**src/rtl/mu0_control.sv**
```systemverilog
// MU0 control unit: fetch/execute sequencer, IR[15:12] decode, datapath
// enables/selects and ready-based memory handshake. Outputs are decoded
// combinationally from state and inputs, and gated to 0 while nReset is low.
// Optional feature macro: MU0_CTRL_PERF_CNT_EN adds the Instr_count retired-
// instruction counter.
module mu0_control #(
  parameter int unsigned OPC_W = 4
) (
  input  logic             Clk,
  input  logic             nReset,
  input  logic [OPC_W-1:0] Opcode,
  input  logic             N,
  input  logic             Z,
  input  logic             Mem_ready,
  output logic             MEM_rd,
  output logic             MEM_wr,
  output logic             IR_En,
  output logic             PC_En,
  output logic             Acc_En,
  output logic             Addr_sel,
  output logic             X_sel,
  output logic             Y_sel,
  output logic [1:0]       ALU_fs,
  output logic             Halted
`ifdef MU0_CTRL_PERF_CNT_EN
  ,
  output logic [15:0]      Instr_count
`endif
);

  localparam logic [OPC_W-1:0] OP_LDA = OPC_W'(0);
  localparam logic [OPC_W-1:0] OP_STA = OPC_W'(1);
  localparam logic [OPC_W-1:0] OP_ADD = OPC_W'(2);
  localparam logic [OPC_W-1:0] OP_SUB = OPC_W'(3);
  localparam logic [OPC_W-1:0] OP_JMP = OPC_W'(4);
  localparam logic [OPC_W-1:0] OP_JGE = OPC_W'(5);
  localparam logic [OPC_W-1:0] OP_JNE = OPC_W'(6);
  localparam logic [OPC_W-1:0] OP_STP = OPC_W'(7);

  localparam logic [1:0] FS_Y   = 2'b00;
  localparam logic [1:0] FS_ADD = 2'b01;
  localparam logic [1:0] FS_INC = 2'b10;
  localparam logic [1:0] FS_SUB = 2'b11;

  typedef enum logic [1:0] {
    S_FETCH = 2'd0,
    S_EXEC  = 2'd1,
    S_HALT  = 2'd2
  } state_t;

  state_t     r_state;
  state_t     w_next;
  logic       w_mem_rd, w_mem_wr, w_ir_en, w_pc_en, w_acc_en;
  logic       w_addr_sel, w_x_sel, w_y_sel, w_halted;
  logic [1:0] w_alu_fs;

  // State register, async-cleared to FETCH
  always_ff @(posedge Clk or negedge nReset) begin
    if (!nReset) r_state <= S_FETCH;
    else         r_state <= w_next;
  end

  // Next-state and control decode
  always_comb begin
    w_next     = r_state;
    w_mem_rd   = 1'b0;
    w_mem_wr   = 1'b0;
    w_ir_en    = 1'b0;
    w_pc_en    = 1'b0;
    w_acc_en   = 1'b0;
    w_addr_sel = 1'b0;
    w_x_sel    = 1'b0;
    w_y_sel    = 1'b0;
    w_alu_fs   = FS_Y;
    w_halted   = 1'b0;
    case (r_state)
      S_FETCH: begin
        // PC addresses memory while the ALU computes PC+1 in parallel
        w_mem_rd = 1'b1;
        w_x_sel  = 1'b1;
        w_alu_fs = FS_INC;
        if (Mem_ready) begin
          w_ir_en = 1'b1;
          w_pc_en = 1'b1;
          w_next  = S_EXEC;
        end
      end
      S_EXEC: begin
        case (Opcode)
          OP_LDA, OP_ADD, OP_SUB: begin
            w_addr_sel = 1'b1;
            w_mem_rd   = 1'b1;
            w_alu_fs   = (Opcode == OP_LDA) ? FS_Y :
                         (Opcode == OP_ADD) ? FS_ADD : FS_SUB;
            if (Mem_ready) begin
              w_acc_en = 1'b1;
              w_next   = S_FETCH;
            end
          end
          OP_STA: begin
            w_addr_sel = 1'b1;
            w_mem_wr   = 1'b1;
            if (Mem_ready) w_next = S_FETCH;
          end
          OP_JMP, OP_JGE, OP_JNE: begin
            // Target comes straight from IR[11:0] through the ALU
            w_y_sel = 1'b1;
            w_pc_en = (Opcode == OP_JMP) |
                      ((Opcode == OP_JGE) & ~N) |
                      ((Opcode == OP_JNE) & ~Z);
            w_next  = S_FETCH;
          end
          OP_STP:  w_next = S_HALT;
          default: w_next = S_FETCH;
        endcase
      end
      S_HALT:  w_halted = 1'b1;
      default: w_next = S_FETCH;
    endcase
  end

  // Reset forces every control output low immediately
  assign MEM_rd   = nReset & w_mem_rd;
  assign MEM_wr   = nReset & w_mem_wr;
  assign IR_En    = nReset & w_ir_en;
  assign PC_En    = nReset & w_pc_en;
  assign Acc_En   = nReset & w_acc_en;
  assign Addr_sel = nReset & w_addr_sel;
  assign X_sel    = nReset & w_x_sel;
  assign Y_sel    = nReset & w_y_sel;
  assign ALU_fs   = nReset ? w_alu_fs : 2'b00;
  assign Halted   = nReset & w_halted;

`ifdef MU0_CTRL_PERF_CNT_EN
  logic [15:0] r_instr_count;
  logic        w_retire;

  assign w_retire = (r_state == S_EXEC) && (w_next != S_EXEC);

  // Retired-instruction counter; naturally frozen once in HALT
  always_ff @(posedge Clk or negedge nReset) begin
    if (!nReset)       r_instr_count <= 16'd0;
    else if (w_retire) r_instr_count <= r_instr_count + 16'd1;
  end

  assign Instr_count = r_instr_count;
`endif

endmodule

```
**config.mk**
```make
export PLATFORM = sky130hd
export DESIGN_NAME = mu0_control
export DESIGN_NICKNAME = d
export VERILOG_FILES = /design/src/rtl/mu0_control.sv
export SDC_FILE = /design/constraint.sdc
export NUM_CORES = 1
export LEC_CHECK = 0
export ABC_AREA = 1
export CAP_MARGIN = 40
export CORE_AREA = 2 2 39 41
export DETAILED_ROUTE_END_ITERATION = 16
export DIE_AREA = 0 0 41 43
export SYNTH_ARGS = -nofsm -noshare
export SYNTH_HDL_FRONTEND = slang
export SYNTH_SLANG_ARGS = --single-unit
```
**constraint.sdc**
```tcl
create_clock -name Clk -period 2.66 [get_ports Clk]
set_input_delay 0.532 -clock Clk [delete_from_list [all_inputs] [get_ports Clk]]
set_output_delay 0.532 -clock Clk [all_outputs]
set_load 0.01 [all_outputs]
```
==> flow_summary.toml, run 1 <==
[power]
p_total_mw = 0.122
power_density_nw_per_um2 = 251
p_sw_share_pct = 22.2
power.switching_mw = 0.0270
clkPwrFrac_pct = 54.1
comb_power_share_pct = 20.7
p_leak_nw = 0.266
peakVddDrop_v = 0.000182
p_seq_share_pct = 25.2
p_int_mw = 0.0949

[critical_path]
setup.worst_path.class = "in2out"
crit_required_ps = 2130
worst_r2r_path_depth = 5
cp_data_arrival_time_ps = 2030
worstPathMaxFanout = 4
rrSetupSlack_ps = 1690
timing.critical_path.buf_inv = 3
worst-path-stages = 6
cpPeakStageDelay_ps = 550
critical-path-slowest-cell = "clkdlybuf4s50_1"
worstSetupStartpointType = "input port"
path_delay_family = "buffers and inverters"
cp-end-kind = "output pin"
cp_common_cell = "clkdlybuf4s50_1"
cp_cell_sequence = "clkdlybuf4s50_1 > inv_1 > nand2_1 > nand3_1 > a21oi_1 > clkdlybuf4s50_1"

[die]
std_cell_rows = 14
core_area_um2 = 1380
die_w_um = 41
die_h_um = 43
start_util_pct = 17.4
die-area_um2 = 1760
ios = 20

[global_routing]
grt_pass1_wl_um = 1210
grt_overflow = 0
antenna_found_initial = 0
grtUsageTotal_pct = 10.6
grt_max_degree = 7
grt_pass1_vias = 297

[sta]
fin_skew_ps = 1.68
final_max_slew_viol_count = 0
finalSetupTns_ps = 0
setup_ws_ps = 95.1
max_freq_ghz = 0.390
hold_violations = 0
min_period_ps = 2560
setup_viol = 0
period_share_pct = 96.4
slew_headroom_pct = 85.3
tightest_slew_ps = 220
rsz0062_at_grt = "false"

[clocking]
cts_hold_buf = 0
numCtsBuffers = 3
cts_tree = "yes"
cts_root_buf = "clkbuf_4"
cts_sinks = 2
cts.reportedPaths.clkPinSlew_ps = 30
clk_latency_ps = 220
clk_path_buf_depth = 2
htree_num_levels = 1

[yosys]
yosysSeqAreaShare_pct = 20.8
synth-seq-cells = 2
netlist_instances = 44
avgSynthCellArea_um2 = 5.46
yosysWarningCount = 0
netlist_area_um2 = 240
synth_cell_types = 12
syn-num-nets = 53

[finish]
largest_reg_flops = 2
areaGrowthSynthToFinish_pct = 102
finalNonFillerCells = 83
nFillCells = 164
n_antenna_cell = 0
fin_nets = 78
drive_above_1_share_pct = 14.9
stdcell_area_um2 = 485
reg_top3 = "r_state x2"
largest_register = "r_state"

[placed_design]
placed_cell_area_um2 = 458
gp_congestion = 0.834
pre_cts_ws_ps = 57.3
post-place-cells = 80
portBuffers = 19
dp_hpwl_um = 607

[drt]
num_vias = 338
drt_wl_total_um = 735
avgViaCountPerCell = 4.07
drtPass1Iterations = 4
ant_nets = 0
wl_per_cell_um = 8.86
first_iter_violations = 6
drc = 0

[run_status]
status = "completed"

[min_path]
min_path_type = "in2async"

[run]
maxCapViolCount = 0
cells by family after synthesis:
family / count (synthesis) / synth area share [%]
AOI/OAI and AO/OA: 3 / 6.77
buffers and inverters: 10 / 15.6
DFF: 2 / 20.8
and+or+nand+nor: 29 / 56.8
per-layer routing:
layer  GRT usage (%)  part of all wire, %  vias to the layer above  routed length, um
met5               0                    0                        -                  0
met1            12.9                   43                      148                318
met3            3.66                  8.2                        0                 60
met4            8.00                    0                        0                  0
li1                -                    -                      180                  -
met2            14.7                   48                       10                356
final cells by class:
cell class	instances	area (um^2)	share of cell area [%]
well taps	16	20.0	4.12
flip-flops and latches	2	50.0	10.3
inverters	10	37.5	7.73
clock buffers	3	22.5	4.64
multi-input cells	32	153	31.4
repair buffers	20	203	41.8
power by group through the flow:
stage	logic, mW	registers (mW)	clock network [mW]
global placement	0.0254	0.0310	0
floorplan	0.00707	0.0310	0
detailed placement	0.0256	0.0310	0
CTS	0.0257	0.0306	0.0707
finish	0.0253	0.0307	0.0660
global route	0.0285	0.0306	0.0713
cell usage after synthesis:
library cell  number  area, um^2
nand3_1            3        15.0
inv_1              9        33.8
nor3_1             3        15.0
o22ai_1            1        6.26
nand2_4            1        11.3
a21oi_1            2        10.0
nor2_1             8        30.0
dfrtp_1            2        50.1
inv_2              1        3.75
nand2_1           10        37.5
and2_4             1        8.76
nor2_2             3        18.8
cell usage in the layout, fill, tap and decap left out, drive strengths merged:
cell	synthesis	routed
clkdlybuf4s50	0	17
nand2	11	11
nor2	11	11
inv	10	10
nand3	3	3
nor3	3	3
clkbuf	0	3
a21oi	2	2
dlymetal6s2s	0	2
dfrtp	2	2
and2	1	1
o22ai	1	1
buf	0	1
worst paths after layout:
kind	end	from
max in group asynchronous	r_state[0]$_DFFE_PN0P_	nReset
setup / recovery	MEM_rd	Opcode[1]
min in group Clk	r_state[1]$_DFFE_PN0P_	r_state[0]$_DFFE_PN0P_
setup reg to reg	r_state[0]$_DFFE_PN0P_	r_state[0]$_DFFE_PN0P_
hold / removal	r_state[1]$_DFFE_PN0P_	nReset
hold reg to reg	r_state[1]$_DFFE_PN0P_	r_state[0]$_DFFE_PN0P_
timing repair:
action / 4_1_cts / 5_1_grt
setup endpoints to repair: 0 / 2
buffers inserted: 0 / 0
resized for setup: 0 / 2
through the flow:
step           hold WS (ps)  util, %
6_report                143     35.1
5_1_grt                 147     35.1
4_1_cts                 517     34.7
3_5_place_dp            590     33.1
3_3_place_gp            595     33.1
2_1_floorplan           236        -
Power figures use the tool's default switching activity.
==> run 2, diff against run 1 <==
- CTS_CLUSTER_SIZE: default -> 20
==> results of run 2 <==
The final DEF is identical to that of run 1; final timing and power are the same.
==> run 3, diff against run 2 <==
--- a/config.mk
+++ b/config.mk
@@ -10,3 +10,3 @@
 export CORE_AREA = 2 2 39 41
-export CTS_CLUSTER_SIZE = 20
+export CTS_CLUSTER_SIZE = 30
 export DETAILED_ROUTE_END_ITERATION = 16
==> constraint.sdc (replaced) <==
create_clock -name Clk -period 2.66 [get_ports Clk]
set_input_delay 0.266 -clock Clk [delete_from_list [all_inputs] [get_ports Clk]]
set_output_delay 0.266 -clock Clk [all_outputs]
set_load 0.01 [all_outputs]
==> run 3 against run 2 <==
  * Maximum frequency grew 21%
  * First-iteration DRC count increased by 67%
  * Total power down 1.5%
  * Sequential cell count stayed put
  * Die area did not move
  * Register-to-register slack better by 20 ps
  * Final area decreased by 2.6%
  * Clock power down 0.9%
  * Combinational power fell by 5%
  * Sequential share of layout area is 0.27 points higher
  * Critical endpoint is now PC_En
==> flow_summary.toml, run 3 (synthesized netlist as in run 1, its figures left out) <==
[run]
maxCapViolCount = 0

[global_routing]
antenna_found_initial = 0
met1_usage_pct = 11.6
grt.busiest_layer = "met2"
grt_pass1_vias = 309
grtUsageTotal_pct = 10.2
grt_pass1_wl_um = 1190
met2_usage_pct = 15.0
grt_max_degree = 7
gr-usage-met3_pct = 3.14
grt_overflow = 0

[die]
die-area_um2 = 1760
die_w_um = 41
ios = 20
start_util_pct = 17.4
die_h_um = 43
std_cell_rows = 14
core_area_um2 = 1380

[power]
p_seq_share_pct = 25.5
p_int_mw = 0.0941
peakVddDrop_v = 0.000133
comb_power_share_pct = 20.0
power.switching_mw = 0.0260
clkPwrFrac_pct = 54.4
power_density_nw_per_um2 = 254
p_leak_nw = 0.233
p_sw_share_pct = 21.6

[sta]
slew_headroom_pct = 81.1
hold_violations = 0
max_freq_ghz = 0.472
rsz0062_at_grt = "false"
setup_viol = 0
min_period_ps = 2120
tightest_slew_ps = 282
fin_skew_ps = 1.24
finalSetupTns_ps = 0
final_max_slew_viol_count = 0
period_share_pct = 79.6

[clocking]
clk_latency_ps = 220
cts_sinks = 2
cts.reportedPaths.clkPinSlew_ps = 30
htree_num_levels = 1
cts_setup_buffers = 0
numCtsBuffers = 3
cts_root_buf = "clkbuf_4"
cts_tree = "yes"
cts_hold_buf = 0
ctsResizeCount = 0
clk_path_buf_depth = 2

[drt]
drc = 0
drtPass1Iterations = 4
num_vias = 323
first_iter_violations = 10
wl_per_cell_um = 8.30
avgViaCountPerCell = 3.94
ant_nets = 0
drt_wl_total_um = 681

[critical_path]
worstSetupStartpointType = "input port"
rrSetupSlack_ps = 1710
cp_data_arrival_time_ps = 1850
crit_required_ps = 2390
worstPathMaxFanout = 6
setup.worst_path.class = "in2out"
cp-end-kind = "output pin"

[placed_design]
gp_congestion = 0.816
portBuffers = 19
dp_hpwl_um = 581

[finish]
largest_reg_flops = 2
drive_above_1_share_pct = 13.6
post-route-util_pct = 34.2
layout_common_cells = "clkdlybuf4s50_1 (19), nand2_1 (10), inv_1 (9)"
n_antenna_cell = 0
areaGrowthSynthToFinish_pct = 96.9
largest_register = "r_state"
layout_commonest_cell = "clkdlybuf4s50_1"
reg_top3 = "r_state x2"
fin_nets = 77

[min_path]
min_path_type = "in2async"

[run_status]
status = "completed"
[run 3: cell count changes in the layout (fill, tap and decap cells not counted), sizes merged]
cell / delta
buf: -1
clkdlybuf4s50: +2
dlymetal6s2s: -2
[run 3: cell type report]
cell class | instances | area [um^2]
multi-input combinational | 32 | 153
sequential | 2 | 50.0
timing repair buffer | 19 | 190
fill | 160 | 911
inverter | 10 | 37.5
clock buffer | 3 | 22.5
tap | 16 | 20.0
[run 3: final timing paths]
check / startpoint / endpoint / cells past startpoint
max: nReset / PC_En / 6
min: nReset / r_state[1]$_DFFE_PN0P_ / 1
max reg2reg: r_state[0]$_DFFE_PN0P_ / r_state[0]$_DFFE_PN0P_ / 5
min reg2reg: r_state[0]$_DFFE_PN0P_ / r_state[1]$_DFFE_PN0P_ / 1
max in group asynchronous: nReset / r_state[0]$_DFFE_PN0P_ / 1
min in group Clk: r_state[0]$_DFFE_PN0P_ / r_state[1]$_DFFE_PN0P_ / 1
[run 3: power by group through the flow]
stage | combinational [mW] | sequential, mW | clock (mW)
floorplan | 0.00707 | 0.0310 | 0
global placement | 0.0242 | 0.0310 | 0
CTS | 0.0244 | 0.0307 | 0.0707
global route | 0.0268 | 0.0306 | 0.0734
detailed placement | 0.0243 | 0.0310 | 0
finish | 0.0241 | 0.0307 | 0.0654
[run 3: through the flow]
step	instance area, um^2	cells	total power, mW	hold WS [ps]	setup slack, ps
floorplan	240	44	0.0381	-29.6	1460
global placement	450	79	0.0552	517	518
detailed placement	450	79	0.0553	527	530
CTS	473	82	0.126	288	518
global route	473	82	0.131	297	428
finish	473	82	0.120	294	543
[run 3: worst max-delay path, stage by stage]
cell             delay, ps
clkdlybuf4s50_1        630
inv_1                  130
nor2_1                 170
inv_1                   60
nand2_1                 60
clkdlybuf4s50_1        520
[run 3: metal layers]
layer,part of all wire (%),wire length (um)
met1,45,306
met5,0,0
met3,7.6,52
met4,0,0
met2,47,321
==> RTL edit: new RTL, flow settings as in run 2 <==
The 3 states of `state_t` get a one-hot encoding in 3 bits.
--- a/src/rtl/mu0_control.sv
+++ b/src/rtl/mu0_control.sv
@@ -42,10 +42,10 @@
   localparam logic [1:0] FS_INC = 2'b10;
   localparam logic [1:0] FS_SUB = 2'b11;
 
-  typedef enum logic [1:0] {
-    S_FETCH = 2'd0,
-    S_EXEC  = 2'd1,
-    S_HALT  = 2'd2
+  typedef enum logic [2:0] {
+    S_FETCH = 3'b001,
+    S_EXEC  = 3'b010,
+    S_HALT  = 3'b100
   } state_t;
 
   state_t     r_state;
Function: no difference found for any inputs over 10 cycles, from zero or initial values and one cycle with nReset low; not proved beyond that.
==> RTL edit against run 2 <==
Sequential cell count is 1 higher. Wire length is 24% higher. Count of clock-buffer cells in the layout is 1 higher. Setup slack worse by 0.0090 ns. Global-route usage is 1.6 points higher. Clock power is 24% higher. Largest power group is now combinational logic. Critical path depth is 1 higher. Synthesized area is 41% higher. Cell area is 21% higher. Power grew to 3.0 times the old value. Register-to-register slack worse by 0.20 ns.
==> RTL edit: results <==
group,metric,value,unit
routing,met2_length,440,um
timing,skew,0.000223,ns
placement,gp_congestion,0.729,
critical_path,rr_endpoint,"r_state[0]$_DFFE_PN1P_",
routing,vias,412,
power,switching_share,0.415,
global_routing,grt_pass1_wl,1440,um
placement,hpwlAfterDp,694,um
critical_path,reg2reg_from,"r_state[0]$_DFFE_PN1P_",
routing,met3WireLength,46,um
placement,dpl_cell_area,563,sq um
global_routing,grt_use_met1,0.138,
global_routing,grtUsageTotal,0.122,
power,irDropWorstVdd,0.224,mV
routing,drt_first_pass_iters,2,
outcome,outcome,"finished, final reports clean",
finish,reg_top3,"r_state: 3 flops",
global_routing,grt_use_met2,0.191,
placement,dpl.cell_count,90,
routing,drt-met1-wl,396,um
routing,wl_per_cell,9.67,um
clock_network,clk-insertion-delay-late,0.24,ns
synthesis,synth_common_cells,"nand2_1, inv_1, nor2_1",
finish,layout-drive-gt1-share,0.269,
min_path,hp-class,"register to register",
==> RTL edit: cell count changes in the layout (fill, tap and decap cells not counted), moves of 2 or more <==
cell,delta
nand2_2,+3
clkdlybuf4s50_1,+2
dlymetal6s2s_1,-2
inv_2,+2
nor2_1,-2
nor3_1,-2
==> RTL edit: power by group through the flow <==
stage	logic, mW	registers, mW	clock network, mW
after floorplan	0.129	0.0765	0
after global placement	0.208	0.0778	0
after detailed placement	0.208	0.0785	0
after CTS	0.212	0.0779	0.0831
after global routing	0.230	0.0791	0.0882
final	0.208	0.0774	0.0816
==> RTL edit: worst max-delay path: stages <==
cell             delay, ns
clkdlybuf4s50_1       0.41
nor2_1                0.14
inv_1                 0.09
nor2_4                0.12
nand2_2               0.10
o22ai_2               0.09
clkdlybuf4s50_1       0.55
==> RTL edit: kinds of logic after synthesis <==
group | after synthesis | synth area share
flops | 3 | 0.226
simple gates | 32 | 0.504
buf+inv | 11 | 0.122
compound gates | 7 | 0.148
==> RTL edit: layout make-up <==
cell class	count	area [sq um]	share of cell area
clock buffer	4	26.3	0.0446
inverter	11	41.3	0.0701
multi-input combinational	39	220	0.374
sequential	3	76.3	0.130
tap	16	20.0	0.0340
timing repair buffer	21	205	0.348
==> RTL edit: worst max path at each step <==
| stage | from | to | slack (ns) | cells past startpoint |
|---|---|---|---|---|
| after CTS | Opcode[2] | ALU_fs[1] | 0.07 | 7 |
| after floorplan | Opcode[0] | Y_sel | 1.02 | 3 |
| after global placement | Opcode[2] | Acc_En | 0.09 | 7 |
| after global routing | Opcode[2] | Acc_En | 0.003 | 7 |
| final | Opcode[2] | ALU_fs[1] | 0.09 | 7 |
| after detailed placement | Opcode[2] | ALU_fs[1] | 0.08 | 7 |
